--- config.mk ---
export PLATFORM = sky130hd
export DESIGN_NAME = pc_select_dreg
export DESIGN_NICKNAME = d
export VERILOG_FILES = /design/src/rtl/pc_select_dreg.sv
export SDC_FILE = /design/constraint.sdc
export NUM_CORES = 1
export LEC_CHECK = 0
export ABC_CLOCK_PERIOD_IN_PS = 1700
export BUFFER_PORTS_ARGS = -buffer_cell sky130_fd_sc_hd__buf_2
export CAP_MARGIN = 0
export CORE_AREA = 3 3 242 244
export DETAILED_ROUTE_END_ITERATION = 10
export DIE_AREA = 0 0 245 247
export GPL_ROUTABILITY_DRIVEN = 1
export GPL_TIMING_DRIVEN = 0
export SETUP_SLACK_MARGIN = 0.1
export SLEW_MARGIN = 0
export SYNTH_ARGS = -nofsm -noshare
export SYNTH_HDL_FRONTEND = slang
export SYNTH_SLANG_ARGS = --single-unit
--- constraint.sdc ---
create_clock -name clk -period 1.7 [get_ports clk]
set_clock_uncertainty 0.1 [all_clocks]
set_input_delay 0 -clock clk [delete_from_list [all_inputs] [get_ports clk]]
set_output_delay 0 -clock clk [all_outputs]
set_load 0.005 [all_outputs]
--- src/rtl/pc_select_dreg.sv ---
// Y86-64 front-end: PC select, next-PC prediction,
// fetch status and the F/D pipeline registers.
module pc_select_dreg #(
  parameter logic [63:0] RESET_PC = 64'd0
) (
  input  logic        clk,
  input  logic        rst_n,
  input  logic [3:0]  f_icode,
  input  logic [3:0]  f_ifun,
  input  logic [3:0]  f_rA,
  input  logic [3:0]  f_rB,
  input  logic [63:0] f_valC,
  input  logic [63:0] f_valP,
  input  logic        f_instr_valid,
  input  logic        f_imem_error,
  input  logic        f_hlt,
  input  logic [3:0]  M_icode,
  input  logic        M_Cnd,
  input  logic [63:0] M_valA,
  input  logic [3:0]  W_icode,
  input  logic [63:0] W_valM,
  input  logic        F_stall,
  input  logic        D_stall,
  input  logic        D_bubble,
  output logic [63:0] f_pc,
  output logic [63:0] f_predPC,
  output logic [63:0] F_predPC,
  output logic [2:0]  D_stat,
  output logic [3:0]  D_icode,
  output logic [3:0]  D_ifun,
  output logic [3:0]  D_rA,
  output logic [3:0]  D_rB,
  output logic [63:0] D_valC,
  output logic [63:0] D_valP
);

  localparam logic [3:0] I_HALT  = 4'h0;
  localparam logic [3:0] I_NOP   = 4'h1;
  localparam logic [3:0] I_IRMOV = 4'h3;
  localparam logic [3:0] I_RMMOV = 4'h4;
  localparam logic [3:0] I_MRMOV = 4'h5;
  localparam logic [3:0] I_JXX   = 4'h7;
  localparam logic [3:0] I_CALL  = 4'h8;
  localparam logic [3:0] I_RET   = 4'h9;
  localparam logic [3:0] I_PUSH  = 4'hA;
  localparam logic [3:0] I_POP   = 4'hB;

  localparam logic [2:0] S_AOK = 3'd1;
  localparam logic [2:0] S_HLT = 3'd2;
  localparam logic [2:0] S_ADR = 3'd3;
  localparam logic [2:0] S_INS = 3'd4;

  localparam logic [3:0] R_NONE = 4'hF;

  typedef struct packed {
    logic [2:0]  stat;
    logic [3:0]  icode;
    logic [3:0]  ifun;
    logic [3:0]  ra;
    logic [3:0]  rb;
    logic [63:0] valc;
    logic [63:0] valp;
  } d_reg_t;

  localparam d_reg_t D_BUBBLE = '{
    stat:  S_AOK,
    icode: I_NOP,
    ifun:  4'h0,
    ra:    R_NONE,
    rb:    R_NONE,
    valc:  64'd0,
    valp:  64'd0
  };

  d_reg_t d_q;
  d_reg_t d_nxt;
  logic [2:0] f_stat;

  // PC select: mispredicted jXX beats returning ret
  always_comb begin
    f_pc = F_predPC;
    if (M_icode == I_JXX && !M_Cnd)
      f_pc = M_valA;
    else if (W_icode == I_RET)
      f_pc = W_valM;
  end

  // Always predict taken for jumps and calls
  always_comb begin
    f_predPC = f_valP;
    if (f_icode == I_JXX || f_icode == I_CALL)
      f_predPC = f_valC;
  end

  // Fetch status, ADR > INS > HLT > AOK
  always_comb begin
    f_stat = S_AOK;
    if (f_imem_error)
      f_stat = S_ADR;
    else if (!f_instr_valid)
      f_stat = S_INS;
    else if (f_hlt || f_icode == I_HALT)
      f_stat = S_HLT;
  end

  // Clean unused fields before they enter decode
  always_comb begin
    d_nxt       = '0;
    d_nxt.stat  = f_stat;
    d_nxt.icode = f_icode;
    d_nxt.ifun  = (f_stat == S_AOK) ? f_ifun : 4'h0;
    d_nxt.ra    = f_rA;
    d_nxt.rb    = f_rB;
    d_nxt.valc  = 64'd0;
    d_nxt.valp  = f_valP;
    unique case (f_icode)
      I_HALT, I_NOP, I_IRMOV,
      I_JXX, I_CALL, I_RET: d_nxt.ra = R_NONE;
      default:              d_nxt.ra = f_rA;
    endcase
    unique case (f_icode)
      I_HALT, I_NOP, I_JXX, I_CALL,
      I_RET, I_PUSH, I_POP: d_nxt.rb = R_NONE;
      default:              d_nxt.rb = f_rB;
    endcase
    unique case (f_icode)
      I_IRMOV, I_RMMOV, I_MRMOV,
      I_JXX, I_CALL: d_nxt.valc = f_valC;
      default:       d_nxt.valc = 64'd0;
    endcase
  end

  // F register: predicted PC, held on stall
  always_ff @(posedge clk or negedge rst_n) begin
    if (!rst_n)
      F_predPC <= RESET_PC;
    else if (!F_stall)
      F_predPC <= f_predPC;
  end

  // D register: stall holds, bubble injects a nop
  always_ff @(posedge clk or negedge rst_n) begin
    if (!rst_n)
      d_q <= D_BUBBLE;
    else if (D_stall)
      d_q <= d_q;
    else if (D_bubble)
      d_q <= D_BUBBLE;
    else
      d_q <= d_nxt;
  end

  assign D_stat  = d_q.stat;
  assign D_icode = d_q.icode;
  assign D_ifun  = d_q.ifun;
  assign D_rA    = d_q.ra;
  assign D_rB    = d_q.rb;
  assign D_valC  = d_q.valc;
  assign D_valP  = d_q.valp;

endmodule

==> flow_summary.ini, run 1 <==
[synthesis]
syn_avg_cell_area_sq_um = 9.124
synth-seq-cells = 211
synth_ff_type = dfrtp_1
synth_nets = 1666
ys_warn_count = 0
yosysUniqueCellTypes = 34
synth_edf_count = 0
synth_area_sq_um = 12560
synthArstFlopShare_pct = 100.0
syn_inst = 1377
ys_seq_area_share_pct = 42.13

[floorplanning]
core_sq_um = 56500
die_w_um = 245
rows = 87
start_util_pct = 22.24
die_y_um = 247
io_pins = 628
die-area_sq_um = 60520

[layout]
fin_cells = 3075
fin_area_sq_um = 22160
drive_gt1_share_pct = 48.29
multiInputGateArea_sq_um = 7481
n_fill_cell = 5482
regArea_sq_um = 5293
fin_util_pct = 39.22
layout.nets = 2584
area_growth_pct = 76.38

[worst_setup_path]
worst_ep_required_time_ns = 1.60
critPathCaptureType = output pin
cp_data_arrival_time_ns = 1.70
r2r-start = F_predPC[32]$_DFFE_PN0N_
reg2regPathDepth = 4
path_max_fanout = 5
worstSetupPathType = input pin to output pin
reg2reg_slack_ns = 0.57
cp-start-kind = input pin
reg2reg_to = F_predPC[32]$_DFFE_PN0N_

[timing]
period_share_pct = 105.8
setup_ws_ns = -0.09880
period_needed_ns = 1.799
worst_hold_slack_ns = -0.05386
slew_violations = 0
hold_viol = 54
tightest_slew_ns = 1.140
setup_viol = 57
relSlewSlack_pct = 23.97
grt_setup_unrepaired = yes
fmax_mhz = 555.9

[outcome]
status = finished, violations left
violations = hold timing, setup timing

[global_route]
antenna_found_initial = 7
grt_pass1_vias = 15790
grt_max_degree = 111
use_met3_pct = 4.348
top_usage_layer = met2
grt_usage_pct = 23.45
use_met2_pct = 40.49
grt_overflow_total = 0
met1_usage_pct = 29.25
grt_pass1_wl_mm = 106.2

[clock_network]
clkSinkCount = 211
cts_made_buffers = 27
root_buffer = clkbuf_16
clkTransAtPathRegs_ns = 0.06
ctsLongestPathBuffers = 3
clock_latency_ns = 0.54
cts_tree = built
cts_max_level = 1

[drt]
vias_per_cell = 5.142
route.detailed.drc = 0
wl_mm = 77.12
drt-initial-drc-count = 977
vias = 15810
ant_nets = 0
drt_pass1_iterations = 7
wl_per_cell_um = 25.08

[pwr]
vdd_drop_max_v = 0.0004867
p_per_area_nw_per_um2 = 765.1
power_leakage_nw = 10.73

[worst_hold_path]
hold_path_class = input pin to asynchronous set/reset pin

[placement]
place.gp.congestion = 0.9041
dpl_cell_area_sq_um = 16670
dp.cells = 2758
dp_hpwl_mm = 53.64
numPortBuffers = 624

[run]
drv_cap = 0
cells in the final DEF, fill, tap and decap left out, types with 2 or more instances in the layout:
cell type and n:
mux2_2 34, clkinvlp_4 2, nor2b_1 6, o21ai_2 29
diode_2 4, nand2_1 327, nand3_4 12, o311ai_0 8
buf_8 11, o21ai_4 28, mux2_4 95, buf_6 72
a2bb2oi_1 8, clkbuf_4 6, clkbuf_1 76, o311ai_2 56
nand4_1 64, dfrtp_1 201, nand3_2 23, o21ai_0 69
clkbuf_16 42, buf_16 4, dfstp_2 10, nand4b_1 65
buf_2 575, nor2_1 4, nor4bb_4 2, inv_1 73
buf_12 7, a22o_1 5, buf_4 71, o21ai_1 7
buf_1 9, clkbuf_8 9, bufinv_16 4, dlygate4sd3_1 171
o211ai_1 66, clkbuf_2 15, nand3_1 29, clkinv_2 4
critical path, stage by stage:
cell	delay (ns)
buf_6	0.10
nor4bb_4	0.34
buf_4	0.20
clkbuf_16	0.17
buf_6	0.10
mux2_2	0.32
mux2_4	0.31
buf_6	0.13
worst max path at each step:
stage                                  start                  endpoint  cells past startpoint  slack (ns)
finish                            W_icode[2]                   f_pc[0]                      8        -0.1
global route         F_predPC[0]$_DFFE_PN0N_                   f_pc[0]                      3       -0.12
CTS                 F_predPC[45]$_DFFE_PN0N_                  f_pc[45]                      3       -0.10
detailed placement                   D_stall    D_valC[31]$_DFFE_PN0N_                      6       -1.18
global placement                       rst_n  F_predPC[14]$_DFFE_PN0N_                      1       -3.38
floorplan                         f_icode[0]  F_predPC[16]$_DFFE_PN0N_                      6        0.17
Yosys cell counts, types with 11 or more instances:
cell type  instances  share of area, %
nand2_1          328               9.8
nand3_1           64               2.5
o21ai_0          132               5.3
o211ai_1          66               3.9
nand4_1           64               3.2
buf_1             15              0.45
mux2_2           129                12
buf_2             11              0.44
inv_1             73               2.2
dfrtp_1          201                40
nand4b_1          65               4.5
clkbuf_1         109               3.3
o311ai_2          56               7.3
metal layers:
metal / wire length [um] / vias to the layer above
met4: 3187 / 2
met3: 6328 / 207
li1: - / 6790
met2: 37540 / 969
met5: 13 / -
met1: 30050 / 7843
state kept, by name (all words and copies together) (netlist names):
| name | cells |
|---|---|
| D_valC | 64 |
| D_valP | 64 |
| F_predPC | 64 |
| D_icode | 4 |
| D_ifun | 4 |
| D_rA | 4 |
| D_rB | 4 |
| D_stat | 3 |
where the power goes:
part,switching [W],internal [W],leakage [nW]
Sequential,0.000301,0.00543,2.72
Clock,0.00244,0.00382,0.466
Combinational,0.00246,0.00250,7.55
Total,0.00520,0.0118,10.7
what timing repair did:
action                     in CTS  in global routing
setup buffers                  57                 21
gates cloned                   11                  6
hold buffers                  167                  5
hold endpoints to repair      312                  3
gates resized for setup       328                183
setup endpoints to repair     292                214
pin swaps                      12                 16
kinds of logic after synthesis:
family | count (synthesis) | share of synthesized area, %
buffers and inverters | 217 | 7.021
flip-flops | 211 | 42.13
AO/OA/AOI/OAI | 279 | 18.12
multiplexers | 130 | 11.64
AND/OR/NAND/NOR | 540 | 21.09
area by class of cell:
class,instances,area share (%)
Multi-Input combinational cell,949,33.76
Buffer,142,4.624
Clock inverter,11,0.7510
Inverter,74,1.254
Tap cell,756,4.269
Sequential cell,211,23.88
Clock buffer,38,3.552
Antenna cell,4,0.04517
Timing Repair Buffer,890,27.86
metrics by stage:
stage | setup slack, ns | TNS [ns] | power, W
floorplan | 0.1724 | 0 | 0.007256
global placement | -3.376 | -957.13 | 0.009217
detailed placement | -1.182 | -266.72 | 0.009302
CTS | -0.1026 | -2.247 | 0.01659
global route | -0.1191 | -3.772 | 0.01756
finish | -0.09880 | -1.803 | 0.01695
No activity file was read; power rests on OpenSTA's default activity.
==> run 2, diff against run 1 <==
Settings changed: PLACE_DENSITY from default to 0.53.
==> run 2 against run 1 <==
  * The flow still finishes with violations (hold timing, setup timing)
  * Total power is 1.8% lower
  * Sequential power increased by 0.9%
  * Via count fell by 1.6%
  * Register-to-register slack about the same
  * Combinational power grew 2%
  * Count of clock-buffer cells in the layout rose by 3
  * Die area unchanged
  * Fmax fell by 5.1%
  * Utilization is essentially flat
  * Hold slack lost 0.086 ns
  * Clock power fell by 6.7%
  * Critical endpoint is now f_pc[56]
  * Largest power group unchanged
==> flow_summary.ini, run 2 (synthesized netlist as in run 1, its figures left out) <==
[placement]
dp.cells = 2759
dp_hpwl_mm = 53.69
place_ws_ns = -1.054
place.gp.congestion = 0.9237
numPortBuffers = 624

[pwr]
power_leakage_nw = 10.77
vdd_drop_max_v = 0.0006630
p_per_area_nw_per_um2 = 750.8

[timing]
fmax_mhz = 527.5
period_share_pct = 111.5
relSlewSlack_pct = 29.46
period_needed_ns = 1.896
slew_violations = 0
hold_viol = 67
setup_ws_ns = -0.1956
worst_hold_slack_ns = -0.1394
grt_setup_unrepaired = yes
setup_viol = 55
tightest_slew_ns = 1.058

[clock_network]
clkTransAtPathRegs_ns = 0.06
ctsHoldBuffers = 155
clkSinkCount = 211
cts_max_level = 1
cts_made_buffers = 27
root_buffer = clkbuf_16
ctsLongestPathBuffers = 3
clock_latency_ns = 0.56
cts_tree = built

[worst_setup_path]
worst_ep_required_time_ns = 1.60
cp-start-kind = flop
cp_slowest_cell = dfrtp_2
cpPeakStageDelay_ns = 0.50
cp_top_family = multiplexers
path_buf_inv = 1
path_max_fanout = 2
crit_chain = mux2_4, mux2_4, buf_6
critPathCaptureType = output pin
crit_path_frequent_cell = mux2_4
worstSetupPathType = flop to output pin
cp_data_arrival_time_ns = 1.80

[global_route]
grt_max_degree = 75
grt_overflow_total = 0
grt_usage_pct = 23.52
grt_pass1_wl_mm = 106.6
antenna_found_initial = 8
grt_pass1_vias = 15780

[run]
drv_cap = 0

[layout]
area_growth_pct = 76.54
drive_gt1_share_pct = 49.24
final_common_cell = buf_2
fin_cells = 3066
final_cell_mix = buf_2, nand2_1, dfrtp_1, dlygate4sd3_1, mux2_4
n_fill_cell = 5574
layout.nets = 2579

[drt]
route.detailed.drc = 0
wl_mm = 76.56
ant_nets = 0
drt_pass1_iterations = 5
vias = 15550
vias_per_cell = 5.072
wl_per_cell_um = 24.97
drt-initial-drc-count = 1167

[outcome]
status = finished, violations left
violations = hold timing, setup timing

[floorplanning]
start_util_pct = 22.24
die-area_sq_um = 60520
core_sq_um = 56500
die_w_um = 245
io_pins = 628
rows = 87
die_y_um = 247

[worst_hold_path]
hold_path_class = input pin to asynchronous set/reset pin
-- run 2: worst register-to-register path, cell delays in order, from the launching register on --
cell and delay (ns):
dfrtp_2 0.50, buf_4 0.20, nand2_1 0.07, o311ai_2 0.10
-- run 2: path summary, 6_finish.rpt --
path / start / to / slack (ns) / cells past startpoint
setup / recovery: F_predPC[56]$_DFFE_PN0N_ / f_pc[56] / -0.20 / 3
hold / removal: rst_n / D_valC[46]$_DFFE_PN0N_ / -0.14 / 2
setup reg to reg: F_predPC[56]$_DFFE_PN0N_ / F_predPC[56]$_DFFE_PN0N_ / 0.58 / 3
hold reg to reg: D_rA[2]$_DFFE_PN1N_ / D_rA[2]$_DFFE_PN1N_ / 0.36 / 2
max in group asynchronous: rst_n / F_predPC[24]$_DFFE_PN0N_ / 0.43 / 4
min in group clk: D_bubble / D_valP[2]$_DFFE_PN0N_ / -0.06 / 4
-- run 2: area by class of cell --
type	instances	area (sq um)	area share, %
diodes	1	2.502	0.01128
plain buffers	141	1069	4.818
clock buffers	41	768.2	3.464
clock inverters	7	93.84	0.4231
inverters	74	277.8	1.252
multi-input cells	949	7518	33.90
flip-flops and latches	211	5310	23.94
well taps	756	945.9	4.265
repair buffers	886	6193	27.93
-- run 2: repair_timing --
action,CTS,global route
resized for setup,392,157
hold endpoints to repair,348,59
gates cloned,9,9
endpoints found under the setup margin,267,229
setup buffers,75,13
pin swaps,6,26
-- run 2: metrics by stage --
| stage | cell area [sq um] | total power (W) | hold WS, ns | TNS [ns] | util (%) |
|---|---|---|---|---|---|
| floorplan | 12560 | 0.007256 | -0.3956 | 0 | - |
| global placement | 16630 | 0.009259 | 0.1387 | -929.75 | 29.44 |
| detailed placement | 16700 | 0.009342 | -0.1070 | -219.59 | 29.56 |
| CTS | 21280 | 0.01640 | -0.1261 | -4.607 | 37.67 |
| global route | 22180 | 0.01731 | -0.08779 | -5.917 | 39.26 |
| finish | 22180 | 0.01665 | -0.1394 | -3.145 | 39.26 |
-- run 2: power breakdown --
group	internal (W)	switching, W
sequential	0.00544	0.000341
combinational	0.00256	0.00248
clock	0.00340	0.00244
total	0.0114	0.00526
-- run 2: routing by layer --
metal	vias up	part of all wire (%)	global-route usage, %
li1	6788	-	-
met1	7841	42	30.56
met2	777	47	39.01
met3	142	7.3	4.750
met4	4	3.6	8.076
met5	-	0.030	0
==> run 3, diff against run 2 <==
--- a/config.mk
+++ b/config.mk
@@ -7,5 +7,5 @@
 export LEC_CHECK = 0
-export ABC_CLOCK_PERIOD_IN_PS = 1700
+export ABC_CLOCK_PERIOD_IN_PS = 2100
 export BUFFER_PORTS_ARGS = -buffer_cell sky130_fd_sc_hd__buf_2
-export CAP_MARGIN = 0
+export CAP_MARGIN = 20
 export CORE_AREA = 3 3 242 244
==> constraint.sdc (replaced) <==
create_clock -name clk -period 2.1 [get_ports clk]
set_clock_uncertainty 0.1 [all_clocks]
set_input_delay 0.21 -clock clk [delete_from_list [all_inputs] [get_ports clk]]
set_output_delay 0.21 -clock clk [all_outputs]
set_load 0.005 [all_outputs]
==> run 3 against run 2 <==
  * The run ends with setup timing left
  * Setup slack improved by 0.079 ns
  * Sequential power down 18%
  * Sequential share of layout area grew 0.81 points
  * Final cell count is 2.1% lower
  * Via count shrank 3.2%
  * Hold slack better by 0.17 ns
  * Sequential cell count did not move
  * Register-to-register slack gained 0.11 ns
  * Clock power shrank 18%
  * Die area is the same
  * Global-route usage fell by 0.54 points
==> flow_summary.ini, run 3 (synthesized netlist as in run 1, its figures left out) <==
[outcome]
status = finished, violations left
violations = setup timing

[placement]
dp_hpwl_mm = 54.09
numPortBuffers = 624
dp.cells = 2762
place_ws_ns = -0.9552
place.gp.congestion = 0.9237

[layout]
area_growth_pct = 70.59
layout.nets = 2510
fin_util_pct = 37.94
fin_cells = 3003
drive_gt1_share_pct = 45.87
final_common_cell = buf_2
final_cell_mix = buf_2, nand2_1, dfrtp_1, dlygate4sd3_1, mux2_4

[floorplanning]
core_sq_um = 56500
die_w_um = 245
io_pins = 628
rows = 87
die_y_um = 247
start_util_pct = 22.24
die-area_sq_um = 60520

[global_route]
grt_usage_pct = 22.98
grt_pass1_wl_mm = 104.0
antenna_found_initial = 12
grt_max_degree = 75
grt_pass1_vias = 15450
grt_overflow_total = 0

[timing]
slew_violations = 0
period_share_pct = 105.5
setup_viol = 58
relSlewSlack_pct = 27.67
tightest_slew_ns = 1.085
fmax_mhz = 451.2
period_needed_ns = 2.216
grt_setup_unrepaired = yes
hold_viol = 0
setup_ws_ns = -0.1163

[worst_setup_path]
reg2regPathDepth = 2
path_max_fanout = 8
r2r-start = D_ifun[3]$_DFFE_PN0N_
worstSetupPathType = input pin to output pin
critPathCaptureType = output pin
cp-start-kind = input pin
cp_data_arrival_time_ns = 1.91
worst_ep_required_time_ns = 1.79
reg2reg_to = D_ifun[3]$_DFFE_PN0N_
reg2reg_slack_ns = 0.69

[clock_network]
clkTransAtPathRegs_ns = 0.06
cts_tree = built
ctsLongestPathBuffers = 3
clkSinkCount = 211
clock_latency_ns = 0.57
cts_made_buffers = 28
cts_max_level = 1
root_buffer = clkbuf_16

[drt]
drt-initial-drc-count = 1082
route.detailed.drc = 0
wl_mm = 73.62
wl_per_cell_um = 24.52
drt_pass1_iterations = 6
vias = 15050
ant_nets = 0
vias_per_cell = 5.013

[pwr]
p_per_area_nw_per_um2 = 619.8
power_leakage_nw = 10.29
vdd_drop_max_v = 0.0005666

[worst_hold_path]
hold_path_end = D_valP[20]$_DFFE_PN0N_
hold_start = D_stall
hold_path_class = input pin to flop
whs_path_depth = 2

[run]
drv_cap = 0
## run 3: cell count changes in the layout (fill, tap and decap cells not counted), sizes merged
cell,change
buf,-60
clkbuf,-10
clkinv,+6
diode,+5
clkinvlp,-2
bufinv,-1
dlymetal6s4s,-1
## run 3: stage by stage
step	power, W	cell area (sq um)	hold WS [ns]	setup TNS, ns
detailed placement	0.007574	16750	0.1062	-154.58
floorplan	0.005874	12560	-0.1856	0
global route	0.01382	21430	0.04035	-7.196
global placement	0.007495	16630	0.3487	-853.69
finish	0.01328	21430	0.03389	-3.829
CTS	0.01322	21160	0.02057	-1.399
## run 3: area by class of cell
cell class | count | area [sq um]
clock buffers | 40 | 795.8
multi-input cells | 949 | 7366
clock inverters | 10 | 93.84
flip-flops and latches | 211 | 5305
repair buffers | 815 | 5672
well taps | 756 | 945.9
fillers | 5651 | 35060
inverters | 74 | 277.8
diodes | 6 | 15.01
plain buffers | 142 | 960.9
## run 3: critical path, cell delays in order
cell and delay [ns]:
buf_6 0.10, nor4bb_4 0.30, buf_4 0.17, clkbuf_16 0.20
buf_16 0.15, mux2_4 0.34, mux2_4 0.27, buf_6 0.12
## run 3: routing by layer
layer | part of all wire, % | wire length, um | up-vias | global-route usage (%)
met4 | 3.7 | 2732 | 12 | 7.885
met2 | 48 | 35250 | 714 | 38.48
met1 | 40 | 29430 | 7526 | 28.43
met3 | 8.3 | 6141 | 156 | 6.441
li1 | - | - | 6645 | -
met5 | 0.096 | 71 | - | 0
## run 3: worst max-delay path by stage
stage / slack [ns] / start / depth (start not counted) / endpoint
finish: -0.12 / W_icode[1] / 8 / f_pc[62]
floorplan: 0.19 / W_icode[1] / 5 / f_pc[10]
global route: -0.17 / W_icode[1] / 8 / f_pc[62]
global placement: -3.32 / rst_n / 1 / D_valP[16]$_DFFE_PN0N_
detailed placement: -0.96 / W_icode[1] / 7 / f_pc[61]
CTS: -0.07 / W_icode[2] / 8 / f_pc[35]
## run 3: where the power goes
group | switching, W | internal, W
sequential | 0.000321 | 0.00440
combinational | 0.00187 | 0.00193
clock | 0.00202 | 0.00275
## run 3: repair_timing
action	in CTS	in global routing
cloned	10	2
pin swaps	14	13
endpoints found under the hold margin	298	0
gates resized for setup	435	61
setup buffers	21	2
hold buffers	154	0
endpoints found under the setup margin	160	131
